File: src/rtl/cc_stream_pkg.sv
// cc_stream_pkg: shared stream-block types.
package cc_stream_pkg;
  typedef enum logic {IDLE, SERIAL} ser_state_e;
endpackage

File: src/rtl/fifo_pop_serializer.sv
// fifo_pop_serializer: pops words from a FIFO and emits them as OUT_WIDTH beats with valid/ready.
module fifo_pop_serializer
  import cc_stream_pkg::*;
#(
  parameter int IN_WIDTH  = 32,
  parameter int OUT_WIDTH = 8,
  parameter bit MSB_FIRST = 1'b0
) (
  input  logic                 clk_i,
  input  logic                 rst_i,
  input  logic                 flush_i,
  input  logic                 fifo_empty_i,
  input  logic [IN_WIDTH-1:0]  fifo_data_i,
  output logic                 fifo_pop_o,
  output logic                 valid_o,
  input  logic                 ready_i,
  output logic [OUT_WIDTH-1:0] data_o,
  output logic                 last_o,
  output logic                 busy_o
);
  localparam int RATIO = (OUT_WIDTH > 0) ? IN_WIDTH / OUT_WIDTH : 1;
  localparam int CW = (RATIO > 1) ? $clog2(RATIO) : 1;
  localparam logic [CW-1:0] LAST = CW'(RATIO - 1);
  if (OUT_WIDTH <= 0 || IN_WIDTH % ((OUT_WIDTH > 0) ? OUT_WIDTH : 1) != 0) begin : g_bad_width
    $error("IN_WIDTH must be a nonzero multiple of OUT_WIDTH");
  end
  ser_state_e state_q, state_d;
  logic [CW-1:0] cnt_q, cnt_d, sel;
  logic [IN_WIDTH-1:0] hold_q, hold_d;
  logic fire;
  always_comb begin
    valid_o = state_q == SERIAL;
    busy_o = valid_o;
    last_o = valid_o && cnt_q == LAST;
    sel = MSB_FIRST ? LAST - cnt_q : cnt_q;
    data_o = OUT_WIDTH'(hold_q >> (OUT_WIDTH * int'(sel)));
    fire = valid_o && ready_i;
    // refill in the same cycle the last beat leaves, so words stream without a bubble
    fifo_pop_o = !rst_i && !flush_i && !fifo_empty_i && (state_q == IDLE || (fire && last_o));
    state_d = state_q;
    cnt_d = cnt_q;
    hold_d = hold_q;
    if (flush_i) begin
      state_d = IDLE;
      cnt_d = '0;
    end else if (fifo_pop_o) begin
      state_d = SERIAL;
      cnt_d = '0;
      hold_d = fifo_data_i;
    end else if (fire) begin
      state_d = last_o ? IDLE : SERIAL;
      cnt_d = last_o ? '0 : cnt_q + 1'b1;
    end
  end
  always_ff @(posedge clk_i) begin
    if (rst_i) begin
      state_q <= IDLE;
      cnt_q <= '0;
      hold_q <= '0;
    end else begin
      state_q <= state_d;
      cnt_q <= cnt_d;
      hold_q <= hold_d;
    end
  end
endmodule

File: config.mk
export PLATFORM = sky130hd
export DESIGN_NAME = fifo_pop_serializer
export DESIGN_NICKNAME = d
export VERILOG_FILES = /design/src/rtl/cc_stream_pkg.sv /design/src/rtl/fifo_pop_serializer.sv
export SDC_FILE = /design/constraint.sdc
export NUM_CORES = 1
export LEC_CHECK = 0
export ABC_CLOCK_PERIOD_IN_PS = 2400
export BUFFER_PORTS_ARGS = -buffer_cell sky130_fd_sc_hd__buf_4
export CAP_MARGIN = 20
export CORE_AREA = 2 2 69 64
export CTS_CLUSTER_SIZE = 25
export DETAILED_ROUTE_END_ITERATION = 16
export DIE_AREA = 0 0 71 66
export SLEW_MARGIN = 10
export SYNTH_ARGS = -nofsm -noshare
export SYNTH_HDL_FRONTEND = slang
export SYNTH_SLANG_ARGS = --single-unit
File: constraint.sdc
create_clock -name clk_i -period 2.4 [get_ports clk_i]
set_clock_uncertainty 0.15 [all_clocks]
set_input_delay 0 -clock clk_i [delete_from_list [all_inputs] [get_ports clk_i]]
set_output_delay 0 -clock clk_i [all_outputs]
set_load 0.03 [all_outputs]
* After elaboration in Yosys (flattened, before gate mapping)
Index checks and enable logic that the tools add are counted.
** Word-level totals
- Bits in registers :: 35
- Bits in latches :: 0
- Bits in writable memories :: 0
- Bits in read-only memories :: 0
- Input port bits :: 37
- Output and inout port bits :: 12
- Logic and storage cells :: 26
- Memories :: 0
** Cells by class
- Add/sub/neg operators :: 1
- Multiply operators :: 0
- Divide/modulo/power cells :: 0
- $lt $le $gt $ge :: 0
- Eq/ne operators :: 1
- Shifts and indexed selects :: 1
- Muxes and demuxes :: 4
- Bitwise operators :: 2
- Reductions and logical operators :: 14
** Operators with widths (number)
- $shr 32x5->8 :: 1
- $logic_and 1x1->1 :: 6
- $logic_not 1->1 :: 3
- $mux 1 :: 3
- $reduce_or 3->1 :: 1
- $add 2x1->2 const B :: 1
- $eq 2x2->1 const B :: 1
- $mux 2 :: 1
- $not 1->1 :: 2
- $reduce_and 2->1 :: 1
- $reduce_bool 2->1 :: 1
- $reduce_or 2->1 :: 1
- $logic_or 1x1->1 :: 1

* Longest topological paths before layout
- Depth in word-level cells :: 6
- Gate-level depth with buffers :: 7

* Worst setup path after synthesis
Ideal clock, no wire load.
- Path kind :: flip-flop to flip-flop
- Start :: register state_q, in the netlist busy_o
- End :: register cnt_q[1]
- Arrival :: 1.447 ns
- Data required time :: 2.177 ns
- Slack :: 0.730 ns
- Cell stages (with the launch flop) :: 7
- Cells stage by stage :: dfxtp_1 a21bo_1 buf_6 and2_4 buf_6 buf_6 nor3_2
** On the way
- Word-level cells in the longest chain between the ends :: 5
- Elaborated cells on any way between the ends :: 8
** Ends and longest elaborated chain
- start: declaration :: line fifo_pop_serializer.sv:27 : ser_state_e state_q, state_d;
- start signal: assignment :: line fifo_pop_serializer.sv:61 : state_q <= state_d;
- $logic_and 1x1->1 (on tied branches) :: line fifo_pop_serializer.sv:37, fifo_pop_serializer.sv:34
- $logic_and 1x1->1 :: line fifo_pop_serializer.sv:39 : fifo_pop_o = !rst_i && !flush_i && !fifo_empty_i && (state_q == IDLE || (fire && last_o));
- $logic_or 1x1->1 (*) :: line fifo_pop_serializer.sv:39
- $logic_and 1x1->1 (*) :: line fifo_pop_serializer.sv:39
- via fifo_pop_o :: line fifo_pop_serializer.sv:14 : output logic fifo_pop_o,
- $reduce_or 3->1 (no source line) (*)
- end signal: assignment :: line fifo_pop_serializer.sv:62 : cnt_q <= cnt_d;
- end: declaration :: line fifo_pop_serializer.sv:28 : logic [CW-1:0] cnt_q, cnt_d, sel;
The timed path passes the listed nets; every way through them passes the cells marked *.
A chain may end at the register's enable or synchronous reset.

* Worst setup path after layout
- Start :: register cnt_q[0]
- End :: register state_q, in the netlist busy_o
** On the way
- Word-level cells in the longest chain between the ends :: 6
- Elaborated cells on any way between the ends :: 9
** Ends and longest elaborated chain
- $eq 2x2->1 (*) :: line fifo_pop_serializer.sv:34 : last_o = valid_o && cnt_q == LAST;
- $logic_and 1x1->1 (*) :: line fifo_pop_serializer.sv:34
- $logic_and 1x1->1 :: line fifo_pop_serializer.sv:39
- $logic_or 1x1->1 :: line fifo_pop_serializer.sv:39
- $logic_and 1x1->1 :: line fifo_pop_serializer.sv:39
- $mux 1 or $reduce_bool 2->1 (tied branches)
Every way passes the cells marked *; elsewhere a longest branch is shown, timed or not. The select of a mux whose other input is x is not followed.

==> metrics.log <==
[metrics] Setup crit start: cnt_q[0]
[metrics] CP endpoint kind: flip-flop
[metrics] # Max-Cap Violations: 0
[metrics] first-pass GRT wire length: 6730 um
[metrics] cell taking the most area after synthesis: dfxtp_1
[metrics] via count: 1493
[metrics] proportion of synthesized area in mux cells: 12.3%
[metrics] number of violations reported at the end of detailed-routing iteration 0: 72
[metrics] Overflow after GRT: 0
[metrics] fraction of met2 tracks used by global routing: 31.8%
[metrics] Post-Synth Simple-Gate Area: 22.0%
[metrics] combinational family with the most area after synthesis: simple AND/OR/NAND/NOR gates
[metrics] Post-synth top cells: dfxtp_1, nand2_1, nand3_1, o21ai_1, clkbuf_1
[metrics] number of buffers between clock root and the deepest sink: 2
[metrics] met3 track utilization from global routing: 5.95%
[metrics] top cells by area in the synthesized netlist: dfxtp_1, mux4_2, nand3_1, o21ai_1, nand2_1
[metrics] xor/xnor cell area share of the yosys netlist: 0%
[metrics] gate count of the mapped netlist: 172
[metrics] placement row count: 22
[metrics] met1 global-route usage: 21.9%
[metrics] result of the run: finished clean
[metrics] fraction of final layout cells sized beyond drive strength 1: 27.7%
[metrics] Max transition margin: 38.3%
[metrics] CTS root buffer: clkbuf_8
[metrics] maximum fanout count along the critical path: 33
[metrics] Total Wirelength: 4040 um
[metrics] Ant. Diodes: 0
[metrics] layer carrying the most global-route usage: met2
[metrics] post-synthesis share of cell area spent on full adders, half adders and majority gates: 0.811%
[metrics] launch instance of the worst min-delay path: rst_i
[metrics] Std-Cell Core Area: 0.00399 sq mm
[metrics] total routing resource utilization after global routing: 18.4%
[metrics] CTS tree: yes
[metrics] overall die height: 66 um
[metrics] number of flops mapped to enable cells by yosys: 0
[metrics] most frequently used cell type in the post-synthesis netlist: dfxtp_1
[metrics] Leakage Power: 0.957 nW
[metrics] nets in the synthesized netlist: 210
[metrics] clock latency reported for the late side of the worst-skew pair: 280 ps
[metrics] register clock-pin slew on the reported worst setup and hold paths: 70 ps
[metrics] mean instance size in the synthesized netlist: 8.97 sq um
[metrics] Endpoint, Worst Hold: hold_q[12]
[metrics] number of port buffers: 48
[metrics] number of cells on the worst reg-to-reg path: 6
[metrics] share of the synthesized area in the top cell type: 45.4%
[metrics] die extent in x: 71 um
[metrics] HPWL Detailed: 2470 um
[metrics] Data arrival, critical path: 2180 ps
[metrics] share of the cycle needed by the critical path after routing: 90.0%
[metrics] worst setup margin: 239 ps
[metrics] Post-Place Setup Slack: 669 ps
[metrics] total standard cell area after synthesis: 0.00154 sq mm
[metrics] category of the worst setup path launch point: flip-flop
[metrics] VDD IR-drop max: 383 uV
[metrics] upper clock frequency limit: 0.463 GHz
[metrics] setup repair after global routing missed its margin: false
[metrics] Main synth FF type: dfxtp_1
[metrics] compound-cell area share of the yosys netlist: 12.2%
[metrics] Sink Count: 35
[metrics] drt wl/cell: 13.4 um
[metrics] count of distinct cell types in the synthesized netlist: 22
[metrics] Finish-stage setup viols: 0
[metrics] cts bufs inserted: 5
[metrics] area grow syn2layout: 52.6%
[metrics] kind of critical path: flip-flop to flip-flop
[metrics] routability-driven placement congestion ratio: 0.733
[metrics] CTS H-Tree Depth: 2
[metrics] antenna violations before repair: 0
[metrics] post-route non-filler standard cell count: 301
[metrics] smallest hold slack: 153 ps
[metrics] maximum number of pins on one net before global-route repair: 35
[metrics] starting density of the core: 38.7%
[metrics] transition time at the pin with the least slew margin: 925 ps
[metrics] first-pass iteration count of the detailed router: 4
[metrics] Worst Hold Depth: 5
[metrics] # nets final: 290
[metrics] crit path time final: 2160 ps
[metrics] die footprint: 0.00469 sq mm
[metrics] R2R setup slack: 240 ps
[metrics] summed negative setup slack over all endpoints: 0 ps
[metrics] Final Hold Viols: 0
[metrics] Min-Delay Path Class: primary input to flip-flop
[metrics] vias per cell: 4.96
[metrics] count of state elements after synthesis: 35
[metrics] boundary pin count: 49
[metrics] capture point of the worst reg-to-reg path: busy_o
[metrics] Yosys warnings: 0
[metrics] power density over the cells: 526 mW/mm^2
[metrics] sequential area share after synthesis: 45.4%
[metrics] share of the core filled with cells in the final layout: 59.0%
[metrics] vias in the first global route: 1524
[metrics] number of max-slew violations in the final report: 0
[metrics] launch instance of the worst register-to-register path: cnt_q[0]
[metrics] fraction of registers with async set or reset after synthesis: 0%
[metrics] endpoint required time on the critical path: 2420 ps
[metrics] total instance count after detailed placement: 255
[metrics] number of nets with antenna violations after routing: 0
[metrics] DRC viols: 0
## critical path, cell delays in order (launching register included)
cell and delay [ps]:
dfxtp_1 350, buf_4 220, ha_1 210, a21bo_1 130
buf_4 320, a21oi_1 110, dlygate4sd3_1 560
## flip-flops by register name, indices dropped and copies added (netlist names)
name / count
cnt_q: 2
hold_q: 32
busy_o: 1
## worst max path at each step
stage	end	cells past startpoint	slack [ps]
5_1_grt	busy_o	6	80
6_report	busy_o	6	240
3_5_place_dp	hold_q[4]	5	670
3_3_place_gp	hold_q[6]	5	750
2_1_floorplan	cnt_q[1]	6	730
4_1_cts	busy_o	6	230
## routing by layer
layer	vias up	wire length (um)	part of all wire (%)
li1	760	-	-
met1	689	1770	44
met2	37	2030	50
met3	7	191	4.7
met4	0	51	1.3
met5	-	0	0
## layout make-up
class                           count  area (sq um)
Inverter                            1          3.75
Sequential cell                    35           701
Clock buffer                        7          76.3
Tap cell                           48          60.1
Fill cell                         350          1640
Multi-Input combinational cell    119           737
Timing Repair Buffer               90           771
Clock inverter                      1          5.00
## report_power, final
group / switching, mW / total (mW) / internal [mW]
registers: 0.0156 / 0.626 / 0.611
logic: 0.0923 / 0.212 / 0.119
clock network: 0.198 / 0.401 / 0.203
## timing repair
item	CTS	global route
gates resized for setup	0	0
buffers inserted	0	0
hold buffers	38	0
endpoints found under the setup margin	0	0
hold endpoints to repair	35	0
## logic make-up after synthesis
logic type               after synthesis
AO/OA/AOI/OAI                         36
adder cells (fa/ha/maj)                1
buffers and inverters                 18
flip-flops                            35
multiplexers                           9
AND/OR/NAND/NOR                       73
## layout by cell type, fill, tap and decap left out, types with 2 or more instances in the layout
cell type      synthesis  final
buf_4                  1     52
dlygate4sd3_1          0     38
dfxtp_1               35     35
nand2_1               34     34
nand3_1               32     32
o21ai_1               28     28
mux4_2                 8      8
clkbuf_8               0      5
o21ai_0                4      4
a21oi_1                2      2
clkbuf_1               9      2
## through the flow
| stage | power, mW | cell area, sq um |
|---|---|---|
| floorplan | 0.729 | 1540 |
| global placement | 0.798 | 1890 |
| detailed placement | 0.802 | 1890 |
| CTS | 1.25 | 2350 |
| global route | 1.29 | 2350 |
| finish | 1.24 | 2350 |
(Power assumes the default switching activity.)
